[src/rtl/branch_fu_queue_if.sv]
// Issue/complete-side bundle for the branch functional unit queue.
// BRANCH_FU_PREDICT_EN adds the prediction inputs and the mispredict output.
interface branch_fu_queue_if #(
  parameter int XLEN  = 32,
  parameter int ROB_W = 5,
  parameter int PR_W  = 6
);
  logic             in_valid;
  logic [2:0]       in_func;
  logic [XLEN-1:0]  in_pc;
  logic [XLEN-1:0]  in_npc;
  logic [XLEN-1:0]  in_imm;
  logic [XLEN-1:0]  in_rs1;
  logic [XLEN-1:0]  in_rs2;
  logic [PR_W-1:0]  in_dest_pr;
  logic [ROB_W-1:0] in_rob_entry;
  logic             in_halt;
  logic             in_ready;
  logic             flush;
  logic             complete_stall;
  logic             out_valid;
  logic             out_take_branch;
  logic [XLEN-1:0]  out_target_pc;
  logic [XLEN-1:0]  out_dest_value;
  logic [PR_W-1:0]  out_dest_pr;
  logic [ROB_W-1:0] out_rob_entry;
  logic             out_halt;
`ifdef BRANCH_FU_PREDICT_EN
  logic             in_pred_taken;
  logic [XLEN-1:0]  in_pred_target;
  logic             out_mispredict;
`endif

  modport slave (
    input  in_valid, in_func, in_pc, in_npc, in_imm, in_rs1, in_rs2,
           in_dest_pr, in_rob_entry, in_halt, flush, complete_stall,
    output in_ready, out_valid, out_take_branch, out_target_pc, out_dest_value,
           out_dest_pr, out_rob_entry, out_halt
`ifdef BRANCH_FU_PREDICT_EN
    , input in_pred_taken, in_pred_target
    , output out_mispredict
`endif
  );

  modport master (
    output in_valid, in_func, in_pc, in_npc, in_imm, in_rs1, in_rs2,
           in_dest_pr, in_rob_entry, in_halt, flush, complete_stall,
    input  in_ready, out_valid, out_take_branch, out_target_pc, out_dest_value,
           out_dest_pr, out_rob_entry, out_halt
`ifdef BRANCH_FU_PREDICT_EN
    , output in_pred_taken, in_pred_target
    , input out_mispredict
`endif
  );
endinterface

[src/rtl/branch_fu_queue.sv]
// Branch FU: resolves BRANCH/JAL/JALR at accept and queues results in order for complete.
// Optional prediction checking is enabled by defining BRANCH_FU_PREDICT_EN.
module branch_fu_queue #(
  parameter int XLEN  = 32,
  parameter int DEPTH = 2,
  parameter int ROB_W = 5,
  parameter int PR_W  = 6
) (
  input  logic              clock,
  input  logic              reset,
  branch_fu_queue_if.slave  bus
);
  localparam int PTR_W = (DEPTH > 1) ? $clog2(DEPTH) : 1;
  localparam int CNT_W = $clog2(DEPTH + 1);
  localparam logic [CNT_W-1:0] FULL = CNT_W'(DEPTH);
  localparam logic [PTR_W-1:0] LAST = PTR_W'(DEPTH - 1);

  function automatic logic [PTR_W-1:0] f_next(input logic [PTR_W-1:0] p);
    return (p == LAST) ? '0 : p + 1'b1;
  endfunction

  logic [PTR_W-1:0] r_head, r_tail;
  logic [CNT_W-1:0] r_count;
  logic             w_vld, w_acc, w_deq;

  logic signed [XLEN-1:0] w_rs1_s, w_rs2_s;
  logic                   w_take, w_jalr, w_link;
  logic [XLEN-1:0]        w_sum, w_target, w_dval;

  logic             r_take   [DEPTH];
  logic [XLEN-1:0]  r_target [DEPTH];
  logic [XLEN-1:0]  r_dval   [DEPTH];
  logic [PR_W-1:0]  r_dpr    [DEPTH];
  logic [ROB_W-1:0] r_rob    [DEPTH];
  logic             r_halt   [DEPTH];

  assign w_vld = (r_count != '0);
  assign bus.in_ready = (r_count != FULL);
  // Flush suppresses both ends; a head visible during flush is not completed.
  assign w_acc = bus.in_valid & bus.in_ready & ~bus.flush;
  assign w_deq = w_vld & ~bus.complete_stall & ~bus.flush;

  // Resolve stage: condition, target and link value computed in the accept cycle
  assign w_rs1_s = bus.in_rs1;
  assign w_rs2_s = bus.in_rs2;

  always_comb begin
    w_take = 1'b1;
    case (bus.in_func)
      3'd0:    w_take = (bus.in_rs1 == bus.in_rs2);
      3'd1:    w_take = (bus.in_rs1 != bus.in_rs2);
      3'd4:    w_take = (w_rs1_s < w_rs2_s);
      3'd5:    w_take = (w_rs1_s >= w_rs2_s);
      3'd6:    w_take = (bus.in_rs1 < bus.in_rs2);
      3'd7:    w_take = (bus.in_rs1 >= bus.in_rs2);
      default: w_take = 1'b1;
    endcase
    w_jalr   = (bus.in_func == 3'd3);
    w_link   = (bus.in_func == 3'd2) | w_jalr;
    w_sum    = (w_jalr ? bus.in_rs1 : bus.in_pc) + bus.in_imm;
    w_target = w_jalr ? {w_sum[XLEN-1:1], 1'b0} : (w_take ? w_sum : bus.in_npc);
    w_dval   = w_link ? bus.in_npc : '0;
  end

  // Queue stage: control state is reset, payload is only written on accept
  always_ff @(posedge clock) begin
    if (reset || bus.flush) begin
      r_head  <= '0;
      r_tail  <= '0;
      r_count <= '0;
    end else begin
      if (w_acc) r_tail <= f_next(r_tail);
      if (w_deq) r_head <= f_next(r_head);
      case ({w_acc, w_deq})
        2'b10:   r_count <= r_count + 1'b1;
        2'b01:   r_count <= r_count - 1'b1;
        default: r_count <= r_count;
      endcase
    end
  end

  always_ff @(posedge clock) begin
    if (w_acc) begin
      r_take[r_tail]   <= w_take;
      r_target[r_tail] <= w_target;
      r_dval[r_tail]   <= w_dval;
      r_dpr[r_tail]    <= bus.in_dest_pr;
      r_rob[r_tail]    <= bus.in_rob_entry;
      r_halt[r_tail]   <= bus.in_halt;
    end
  end

  // Complete stage: head fields, forced to zero while empty
  assign bus.out_valid       = w_vld;
  assign bus.out_take_branch = w_vld ? r_take[r_head]   : 1'b0;
  assign bus.out_target_pc   = w_vld ? r_target[r_head] : '0;
  assign bus.out_dest_value  = w_vld ? r_dval[r_head]   : '0;
  assign bus.out_dest_pr     = w_vld ? r_dpr[r_head]    : '0;
  assign bus.out_rob_entry   = w_vld ? r_rob[r_head]    : '0;
  assign bus.out_halt        = w_vld ? r_halt[r_head]   : 1'b0;

`ifdef BRANCH_FU_PREDICT_EN
  // Only the verdict matters downstream, so it is decided once at accept.
  logic r_misp [DEPTH];
  logic w_misp;
  assign w_misp = (w_take != bus.in_pred_taken) |
                  (w_take & (w_target != bus.in_pred_target));

  always_ff @(posedge clock) begin
    if (w_acc) r_misp[r_tail] <= w_misp;
  end

  assign bus.out_mispredict = w_vld ? r_misp[r_head] : 1'b0;
`else
  // No prediction inputs exist, so no per-entry prediction state is kept.
`endif
endmodule

[src/flat_wrapper.sv]
// flat-port wrapper written by rule: the top's interface ports become plain ports
module branch_fu_queue_flat 
#(
  parameter int XLEN  = 32,
  parameter int DEPTH = 2,
  parameter int ROB_W = 5,
  parameter int PR_W  = 6
)
  (clock, reset, bus_in_valid, bus_in_func, bus_in_pc, bus_in_npc, bus_in_imm, bus_in_rs1, bus_in_rs2, bus_in_dest_pr, bus_in_rob_entry, bus_in_halt, bus_flush, bus_complete_stall, bus_in_ready, bus_out_valid, bus_out_take_branch, bus_out_target_pc, bus_out_dest_value, bus_out_dest_pr, bus_out_rob_entry, bus_out_halt);
  branch_fu_queue_if #(.XLEN(XLEN), .ROB_W(ROB_W), .PR_W(PR_W)) bus_i ();
  input  logic clock;
  input  logic reset;
  input wire logic [$bits(bus_i.in_valid)-1:0] bus_in_valid;
  input wire logic [$bits(bus_i.in_func)-1:0] bus_in_func;
  input wire logic [$bits(bus_i.in_pc)-1:0] bus_in_pc;
  input wire logic [$bits(bus_i.in_npc)-1:0] bus_in_npc;
  input wire logic [$bits(bus_i.in_imm)-1:0] bus_in_imm;
  input wire logic [$bits(bus_i.in_rs1)-1:0] bus_in_rs1;
  input wire logic [$bits(bus_i.in_rs2)-1:0] bus_in_rs2;
  input wire logic [$bits(bus_i.in_dest_pr)-1:0] bus_in_dest_pr;
  input wire logic [$bits(bus_i.in_rob_entry)-1:0] bus_in_rob_entry;
  input wire logic [$bits(bus_i.in_halt)-1:0] bus_in_halt;
  input wire logic [$bits(bus_i.flush)-1:0] bus_flush;
  input wire logic [$bits(bus_i.complete_stall)-1:0] bus_complete_stall;
  output wire logic [$bits(bus_i.in_ready)-1:0] bus_in_ready;
  output wire logic [$bits(bus_i.out_valid)-1:0] bus_out_valid;
  output wire logic [$bits(bus_i.out_take_branch)-1:0] bus_out_take_branch;
  output wire logic [$bits(bus_i.out_target_pc)-1:0] bus_out_target_pc;
  output wire logic [$bits(bus_i.out_dest_value)-1:0] bus_out_dest_value;
  output wire logic [$bits(bus_i.out_dest_pr)-1:0] bus_out_dest_pr;
  output wire logic [$bits(bus_i.out_rob_entry)-1:0] bus_out_rob_entry;
  output wire logic [$bits(bus_i.out_halt)-1:0] bus_out_halt;
  assign bus_i.in_valid = bus_in_valid;
  assign bus_i.in_func = bus_in_func;
  assign bus_i.in_pc = bus_in_pc;
  assign bus_i.in_npc = bus_in_npc;
  assign bus_i.in_imm = bus_in_imm;
  assign bus_i.in_rs1 = bus_in_rs1;
  assign bus_i.in_rs2 = bus_in_rs2;
  assign bus_i.in_dest_pr = bus_in_dest_pr;
  assign bus_i.in_rob_entry = bus_in_rob_entry;
  assign bus_i.in_halt = bus_in_halt;
  assign bus_i.flush = bus_flush;
  assign bus_i.complete_stall = bus_complete_stall;
  assign bus_in_ready = bus_i.in_ready;
  assign bus_out_valid = bus_i.out_valid;
  assign bus_out_take_branch = bus_i.out_take_branch;
  assign bus_out_target_pc = bus_i.out_target_pc;
  assign bus_out_dest_value = bus_i.out_dest_value;
  assign bus_out_dest_pr = bus_i.out_dest_pr;
  assign bus_out_rob_entry = bus_i.out_rob_entry;
  assign bus_out_halt = bus_i.out_halt;
  branch_fu_queue #(.XLEN(XLEN), .DEPTH(DEPTH), .ROB_W(ROB_W), .PR_W(PR_W)) u_core (.clock(clock), .reset(reset), .bus(bus_i));
endmodule
[config.mk]
export PLATFORM = sky130hd
export DESIGN_NAME = branch_fu_queue_flat
export DESIGN_NICKNAME = d
export VERILOG_FILES = /design/src/rtl/branch_fu_queue_if.sv /design/src/rtl/branch_fu_queue.sv /design/src/flat_wrapper.sv
export SDC_FILE = /design/constraint.sdc
export NUM_CORES = 1
export LEC_CHECK = 0
export CORE_UTILIZATION = 25
export CTS_CLUSTER_DIAMETER = 30
export DETAILED_ROUTE_END_ITERATION = 10
export PLACE_DENSITY = 0.47
export SLEW_MARGIN = 10
export SYNTH_ARGS = -nofsm -noshare
export SYNTH_HDL_FRONTEND = slang
export SYNTH_SLANG_ARGS = --single-unit
[constraint.sdc]
create_clock -name clock -period 10.6 [get_ports clock]
set_input_delay 2.12 -clock clock [delete_from_list [all_inputs] [get_ports clock]]
set_output_delay 2.12 -clock clock [all_outputs]
set_load 0.02 [all_outputs]
==> results.md, run 1 <==
* Pins Over Slew Limit at 0
* Post-synth EDFFs at around 150
* Core ar. at approximately 38000 um2
* R2R setup slack at between 8 and 9 ns
* Vias in the first global route at 6905
* Hold Vio Cnt, Final at 0
* CTS sink cnt at between 150 and 200
* Pwr per Cell Area at 128 nW/um2
* Worst R2R End: u_core.r_dval[0][0]
* RSZ-0062 raised after global routing: false
* Hold_buf cts at 0
* Worst setup EP type: flip-flop
* Synth warn at 0
* Mapped Nets at about 1000
* Most common cell in the netlist: edfxtp_1
* Dpl cells at approximately 1500
* Reg-to-reg critical path startpoint: u_core.r_count[0]
* Cells after Synth at ~800
* Peak Freq at roughly 0.15 GHz
* Largest net degree at the start of global routing at 73
* Sequential-to-total area share from yosys stat at 0.495
* Mux share of post-synthesis cell area at 0.166
* Mapped Area at about 9500 um2
* Routed wire length at around 27000 um
* # setup viols final at 0
* Period utilisation layout at 0.612
* Setup Skew at roughly 0.0071 ns
* Routing usage on met1 at 0.188
* CTS Buffer Depth at 2
* Final cell count without fillers at ~1600
* Global-route wire length before repair at ~40000 um
* Number of distinct library cells after synthesis at between 50 and 60
* Min-delay src: u_core.r_head
* Max-Cap Viols at 0
* Crit path launch type: primary input
* Pint at approximately 1.3 mW
* WL per Instance at 17.3 um
* Diode count at 0
* Sw Ratio at 0.257
* Post-route ant nets at 0
* Layout area overhead at 38.6%
* Sw power at roughly 0.43 mW
* Resized Gates After CTS at 0
* Total track usage at 0.139
* Synth top cells by count: edfxtp_1 (154), nor2_1 (96), mux2i_1 (79)
* Compound-gate portion of the synthesized area at 0.0762
* Max FO, Critical Path at 33
* Top Ports at roughly 260
* XOR/XNOR Fraction of Synth Area at 0.0321
* Final GP Congestion at roughly 0.77
* Grt ovf at 0
* CP arrival at between 6 and 7 ns
* Most used routing layer: met2
* Clock root cell: clkbuf_16
* Logic pwr share at 0.228
* Final hold slack at 0.545 ns
* DR vias at 6782
* Reg clk slew, reported paths at roughly 0.060 ns
* Post-CTS Setup Repair Bufs at 0
* Setup TNS at 0 ns
* Worst-margin pin slew at between 1 and 1.5 ns
* Clock Power Share at 0.339
* Final Net Count at ~1300
* Hold Crit Class: reg -> reg
* Peak supply drop at approximately 0.00010 V
* Min Tclk post-route at 6.49 ns
* Post-synthesis adder-cell area fraction at 0.0861
* Seq cells post-synth at ~160
* CTS buffer count at 17
* Status: finished clean
* Slew HR at 0.260
* CTS tree: yes
* Synth Area in Simple Gates at 0.111
* HPWL after DPL at about 20000 um
* DRT iter0 DRCs at around 270
* Share of layout cells above drive strength 1 at 0.101
* Worst r2r path cells at 4
* Largest family of logic cells by synthesized area: multiplexers
* TritonRoute pass-1 iters at 4
* Vias per cell at roughly 4.3
* Synth area leader: edfxtp_1
* Sequential power share at 0.433
* Ys flop type: edfxtp_1
* Initial core utilization at 0.254
* Row count at around 70
* Area after DPL at 12700 um2
* Die width at slightly below 200 um
* Clk Latency, worst-skew pair at between 0.4 and 0.5 ns
* Die H at just under 200 um
* Non-Filler Cell Area, Final at 13200 um2
* Ys async rst share at 0
* Number of port buffers at between 200 and 300
* Hold path depth at 2
* Area share of the largest cell type after synthesis at 0.485
* M2 GR Usage at 0.227
* Setup CP Type: in -> reg
* Syn Area/Cell at around 12 um2
* Die ar. at about 39000 um2
* Met3 track demand over resource at 0.0289
* Initial antenna violation count at 0
* Drc violations at 0
* H-Tree Depth at 4
* Synth top area cells: edfxtp_1 (48%), ha_1 (8.4%), mux2i_1 (8.3%)
* Tot Pwr at about 1.7 mW
* Total leakage power at 4.80 nW
* Worst Path Required at 10.78 ns
## worst max-delay path: stages
cell,delay (ns)
clkdlybuf4s50_1,0.51
nor2b_2,0.15
buf_4,0.38
nand2_1,0.41
nand2_1,0.16
o21ai_0,0.10
ha_1,0.23
fa_1,0.43
a211oi_1,0.23
o21ai_1,0.17
o2111ai_1,0.30
a21oi_1,0.14
o21ai_0,0.33
o21ai_0,0.22
o41ai_2,0.35
mux2i_1,0.15
mux2_4,0.29
## flip-flops by register name, summed over array words and instances (netlist names), named ones only
register         count
u_core.r_count       2
u_core.r_dpr        12
u_core.r_dval       64
u_core.r_halt        2
u_core.r_head        1
u_core.r_rob        10
u_core.r_tail        1
u_core.r_take        2
u_core.r_target     64
## per-layer routing
metal	wire, um	up-vias
met4	237	0
met2	12600	156
li1	-	3450
met1	13300	3158
met3	1120	18
met5	0	-
## final cells by class
| cell class | count | area, um2 |
|---|---|---|
| fill | 3732 | 24400 |
| sequential | 159 | 4730 |
| multi-input combinational | 570 | 4520 |
| timing repair buffer | 264 | 2630 |
| tap | 511 | 639 |
| clock buffer | 23 | 458 |
| inverter | 41 | 155 |
| clock inverter | 9 | 87.6 |
## worst max-delay path by stage
stage                               from                endpoint  slack, ns  depth (start not counted)
after floorplan                bus_flush      u_core.r_dpr[0][0]       4.50                          2
after global placement    bus_in_func[1]  u_core.r_target[0][30]       3.59                         17
after detailed placement  bus_in_func[1]  u_core.r_target[0][30]       3.53                         17
after CTS                 bus_in_func[1]  u_core.r_target[1][30]       3.99                         17
after global routing      bus_in_func[1]  u_core.r_target[0][28]       3.67                         17
final                     bus_in_func[1]  u_core.r_target[1][30]       4.11                         17
## cells in the final DEF, fill, tap and decap left out, drive strengths merged, types with 26 or more instances in the layout
cell,count
and2,36
inv,41
nor2,97
mux2i,79
mux2,61
a21oi,41
nand2,26
edfxtp,154
clkdlybuf4s50,258
ha,64
## power by group through the flow
stage	clock, mW	combinational, mW	sequential, mW
4_1_cts	0.590	0.390	0.732
2_1_floorplan	0	0.235	0.745
5_1_grt	0.614	0.422	0.733
3_3_place_gp	0	0.388	0.745
6_report	0.572	0.384	0.732
3_5_place_dp	0	0.388	0.745
## through the flow
stage                     worst slack (ns)  utilization
after floorplan                       4.50            -
after global placement                3.59        0.337
after detailed placement              3.53        0.337
after CTS                             3.99        0.352
after global routing                  3.67        0.352
final                                 4.11        0.352
## kinds of logic (layout without fill, tap and decap cells)
group	after synthesis	in the layout
AOI/OAI and AO/OA	115	115
xor gates and xnor gates	35	35
adders and majority gates	65	65
buffers and inverters	68	337
DFF	159	159
muxes	140	140
and+or+nand+nor	215	215
Power figures use the tool's default switching activity.
==> inputs of run 2 (changes only) <==
- PLACE_DENSITY: 0.47 -> 0.49
- clock period: 10.6 -> 5.95 ns (I/O delays scaled with it)
==> run 2 against run 1 <==
Effect of this change: power grew 85%; clock power increased by 99%; core utilization is 0.40 points higher; first-iteration DRC count rose by 34%; combinational power rose by 80%; critical endpoint is now u_core.r_target[0][30].
==> results.md, run 2 (synthesis results as in run 1) <==
* Peak Freq at between 0.15 and 0.2 GHz
* Post-CTS Setup Repair Bufs at 0
* CTS sink cnt at 159
* Routed wire length at approximately 27000 um
* Hold Vio Cnt, Final at 0
* Non-Filler Cell Area, Final at about 13000 um2
* Post-route ant nets at 0
* CTS tree: yes
* Peak supply drop at approximately 0.00018 V
* DP Worst Slack at between 0.3 and 0.4 ns
* HPWL after DPL at approximately 21000 um
* Status: finished clean
* Share of layout cells above drive strength 1 at 0.110
* Worst setup EP type: flip-flop
* H-Tree Depth at 4
* Area after DPL at approximately 13000 um2
* Commonest non-fill, non-tap cell in the layout: clkdlybuf4s50_1
* Clk Latency, worst-skew pair at around 0.43 ns
* Reg area at ~4700 um2
* Area of the multi-input gates at approximately 4500 um2
* Grt ovf at 0
* Row count at 71
* Vias in the first global route at between 7000 and 8000
* Worst-margin pin slew at 1.05 ns
* RSZ-0062 raised after global routing: false
* Post-route core utilization at 0.356
* Clock root cell: clkbuf_16
* Post-route setup slack at around 0.85 ns
* Max FO, Critical Path at 16
* Worst Path Required at about 6 ns
* Fillers at 3764
* CTS buffer count at 17
* WL per Instance at between 15 and 20 um
* Crit path launch type: primary input
* CP arrival at between 5 and 6 ns
* CTS Buffer Depth at 2
* Die ar. at approximately 39000 um2
* Pins Over Slew Limit at 0
* Largest net degree at the start of global routing at 56
* Slew HR at 0.298
* Global-route wire length before repair at approximately 41000 um
* Final GP Congestion at around 0.84
* Hold Crit Class: reg -> reg
* Vias per cell at roughly 4.4
* TritonRoute pass-1 iters at 7
* Final Net Count at 1304
* Reg clk slew, reported paths at 0.07 ns
* # setup viols final at 0
* Period utilisation layout at 0.858
* Pwr per Cell Area at ~230 nW/um2
* Initial antenna violation count at 1
* Total leakage power at 4.87 nW
* Top Ports at 259
* Die width at slightly below 200 um
* Total track usage at 0.140
* Drc violations at 0
* Die H at just under 200 um
* Resized Gates After CTS at 0
* Hold_buf cts at 0
* Min Tclk post-route at a little over 5 ns
* Setup TNS at 0 ns
* Initial core utilization at 0.254
* Setup Skew at between 0.009 and 0.01 ns
* DR vias at about 6900
* Setup CP Type: in -> reg
* Layout area overhead at 40.2%
* Core ar. at ~38000 um2
* DRT iter0 DRCs at about 360
* Regs by FF count: u_core.r_dval x64, u_core.r_target x64, u_core.r_dpr x12
* Number of port buffers at 258
* Max-Cap Viols at 0
* Most frequent cells in the layout: clkdlybuf4s50_1 (258), edfxtp_1 (154), nor2_1 (93)
run 2: cell type report:
cell class | count | share of cell area
timing repair buffer | 270 | 0.203
inverter | 41 | 0.0116
sequential | 159 | 0.354
multi-input combinational | 570 | 0.338
antenna | 1 | 0.000187
clock inverter | 14 | 0.0137
clock buffer | 18 | 0.0321
tap | 511 | 0.0478
run 2: worst max-delay path, stage by stage:
cell and delay [ns]:
clkdlybuf4s50_1 0.46, nor2b_2 0.19, nand2_1 0.10, buf_4 0.24, mux2_2 0.40, fa_1 0.45
a211oi_1 0.26, o21ai_1 0.17, o2111ai_1 0.34, a21oi_1 0.17, o21ai_0 0.30, o21ai_0 0.21
o41ai_2 0.37, mux2i_1 0.15, mux2_4 0.29
run 2: power breakdown:
| group | switching [mW] | internal [mW] | leakage, nW |
|---|---|---|---|
| registers | 0.0110 | 1.29 | 1.50 |
| clock network | 0.466 | 0.670 | 0.293 |
| logic | 0.331 | 0.358 | 3.08 |
run 2: routing by layer:
layer	global-route usage	share of wire	routed length [um]	up-vias
met5	0	0	0	-
li1	-	-	-	3460
met1	0.191	0.49	13400	3294
met2	0.220	0.45	12200	171
met4	0.0419	0.013	355	0
met3	0.0311	0.046	1260	17
run 2: stage by stage:
stage | cells | power [mW] | hold WS (ns)
3_5_place_dp | 1551 | 2.02 | 0.531
5_1_grt | 1584 | 3.27 | 0.576
3_3_place_gp | 1551 | 2.02 | 0.521
2_1_floorplan | 797 | 1.75 | 0.518
4_1_cts | 1583 | 3.17 | 0.542
6_report | 1584 | 3.13 | 0.540
run 2: worst paths after layout:
kind / startpoint / endpoint / slack (ns) / cells past startpoint
worst max-delay path: bus_in_func[1] / u_core.r_target[0][30] / 0.85 / 15
worst min-delay path: u_core.r_head / flip-flop / 0.54 / 2
worst max register to register: u_core.r_count[0] / u_core.r_target[1][20] / 3.66 / 4
worst min register to register: u_core.r_head / flip-flop / 0.54 / 2
==> inputs of run 3 (changes only) <==
- CELL_PAD_IN_SITES_DETAIL_PLACEMENT: not set -> 0
- CELL_PAD_IN_SITES_GLOBAL_PLACEMENT: not set -> 1
- PLACE_DENSITY: 0.49 -> 0.59
==> run 3 against run 2 <==
Effect of this change: cell area is 0.20% lower; fmax grew 0.20%; first-iteration DRC count decreased by 46%; core utilization decreased by 0.070 points; power fell by 0.59%; setup slack better by 0.010 ns; die area unchanged; worst hold slack improved by 0.0069 ns; sequential share of layout area increased by 0.070 points; critical path type unchanged.
==> results.md, run 3 (synthesis results as in run 1) <==
* Number of port buffers at about 260
* Layout area overhead at 39.9%
* Setup CP Type: in -> reg
* Core ar. at 37600 um2
* Pwr per Cell Area at 233 nW/um2
* CP arrival at 5.27 ns
* Total track usage at 0.137
* Post-route ant nets at 0
* Share of layout cells above drive strength 1 at 0.112
* Worst path max stage delay at between 0.4 and 0.5 ns
* Final GP Congestion at 0.795
* Crit path launch type: primary input
* Die width at around 200 um
* Reg clk slew, reported paths at 0.06 ns
* Routed wire length at roughly 27000 um
* Vias per cell at between 4 and 5
* Hold_buf cts at 0
* Post-CTS Setup Repair Bufs at 0
* Status: finished clean
* Grt ovf at 0
* Worst setup EP type: flip-flop
* Regs by FF count: u_core.r_dval x64, u_core.r_target x64, u_core.r_dpr x12
* HPWL after DPL at approximately 21000 um
* TritonRoute pass-1 iters at 4
* Reg area at roughly 4700 um2
* Slowest cell on crit path: clkdlybuf4s50_1
* # setup viols final at 0
* CTS buffer count at 17
* Die ar. at ~40000 um2
* Post-route core utilization at 0.355
* WL per Instance at around 17 um
* Most used cell, CP: o21ai_0
* Top Ports at 259
* Die H at roughly 200 um
* Peak Freq at ~0.20 GHz
* Resized Gates After CTS at 0
* Initial core utilization at 0.254
* Global-route wire length before repair at about 40000 um
* Most frequent cells in the layout: clkdlybuf4s50_1 (258), edfxtp_1 (154), nor2_1 (93)
* Commonest non-fill, non-tap cell in the layout: clkdlybuf4s50_1
* Clk Latency, worst-skew pair at 0.43 ns
* Slew HR at 0.494
* Tot Pwr at 3.11 mW
* Diode count at 0
* Vias in the first global route at about 6900
* DR vias at 6817
* Pins Over Slew Limit at 0
* CTS sink cnt at 159
* Drc violations at 0
* RSZ-0062 raised after global routing: false
* Hold Vio Cnt, Final at 0
* Initial antenna violation count at 0
* Setup Skew at 0.00882 ns
* Largest net degree at the start of global routing at 45
* CTS Buffer Depth at 2
* Worst Path Required at 6.13 ns
* CTS tree: yes
* Clock root cell: clkbuf_16
* Crit path cell chain: clkdlybuf4s50_1 -> nor2b_2 -> nand2_1 -> buf_4 -> mux2_2 -> fa_1 -> a211oi_1 -> o21ai_1 -> o2111ai_1 -> a21oi_1 -> o21ai_0 -> o21ai_0 -> o41ai_2 -> mux2i_1 -> mux2_4
* H-Tree Depth at 4
* Worst-margin pin slew at approximately 0.76 ns
* DRT iter0 DRCs at approximately 200
* Max-Cap Viols at 0
* Fillers at between 3000 and 4000
* Peak supply drop at 0.000156 V
* Total leakage power at about 4.9 nW
* Hold Crit Class: reg -> reg
* Area of the multi-input gates at around 4500 um2
* Min Tclk post-route at 5.09 ns
* Period utilisation layout at 0.856
* Setup TNS at 0 ns
* Max FO, Critical Path at 15
* Row count at just over 70
* Final Net Count at between 1000 and 1500
run 3: metal layers:
| layer | global-route usage | wire length, um | part of all wire | vias up |
|---|---|---|---|---|
| met2 | 0.225 | 12500 | 0.46 | 167 |
| li1 | - | - | - | 3452 |
| met3 | 0.0292 | 1300 | 0.048 | 20 |
| met5 | 0 | 0 | 0 | - |
| met1 | 0.182 | 12800 | 0.48 | 3178 |
| met4 | 0.0379 | 340 | 0.013 | 0 |
run 3: critical path, delay by kind of cell:
family / cells / cell delay [ns]
adder cells (fa/ha/maj): 1 / 0.45
AND/OR/NAND/NOR: 2 / 0.31
multiplexers: 3 / 0.81
AO/OA/AOI/OAI: 7 / 1.80
buffers and inverters: 2 / 0.71
run 3: cell type report:
class	instances	area share
clock buffer	17	0.0319
clock inverter	15	0.0135
inverter	41	0.0116
multi-input combinational	570	0.339
sequential	159	0.354
tap	511	0.0479
timing repair buffer	271	0.202
run 3: worst paths after layout:
| kind | to | depth (start not counted) | start | slack (ns) |
|---|---|---|---|---|
| worst min-delay path | flip-flop | 2 | u_core.r_head | 0.55 |
| worst max register to register | u_core.r_target[1][2] | 5 | u_core.r_count[0] | 3.47 |
| worst min register to register | flip-flop | 2 | u_core.r_head | 0.55 |
| worst max-delay path | u_core.r_target[0][30] | 15 | bus_in_func[1] | 0.86 |
run 3: metrics by stage:
stage | hold slack [ns] | cells | area [um2] | setup slack, ns
after detailed placement | 0.537 | 1552 | 12700 | 0.367
final | 0.547 | 1584 | 13300 | 0.855
after global placement | 0.525 | 1552 | 12700 | 0.406
after global routing | 0.582 | 1584 | 13300 | 0.612
after CTS | 0.550 | 1584 | 13300 | 0.824
after floorplan | 0.518 | 797 | 9540 | 0.781
run 3: power by group:
part / internal, mW / leakage, nW / switching (mW)
sequential: 1.29 / 1.50 / 0.0104
clock: 0.666 / 0.297 / 0.454
combinational: 0.358 / 3.08 / 0.329
total: 2.32 / 4.87 / 0.794
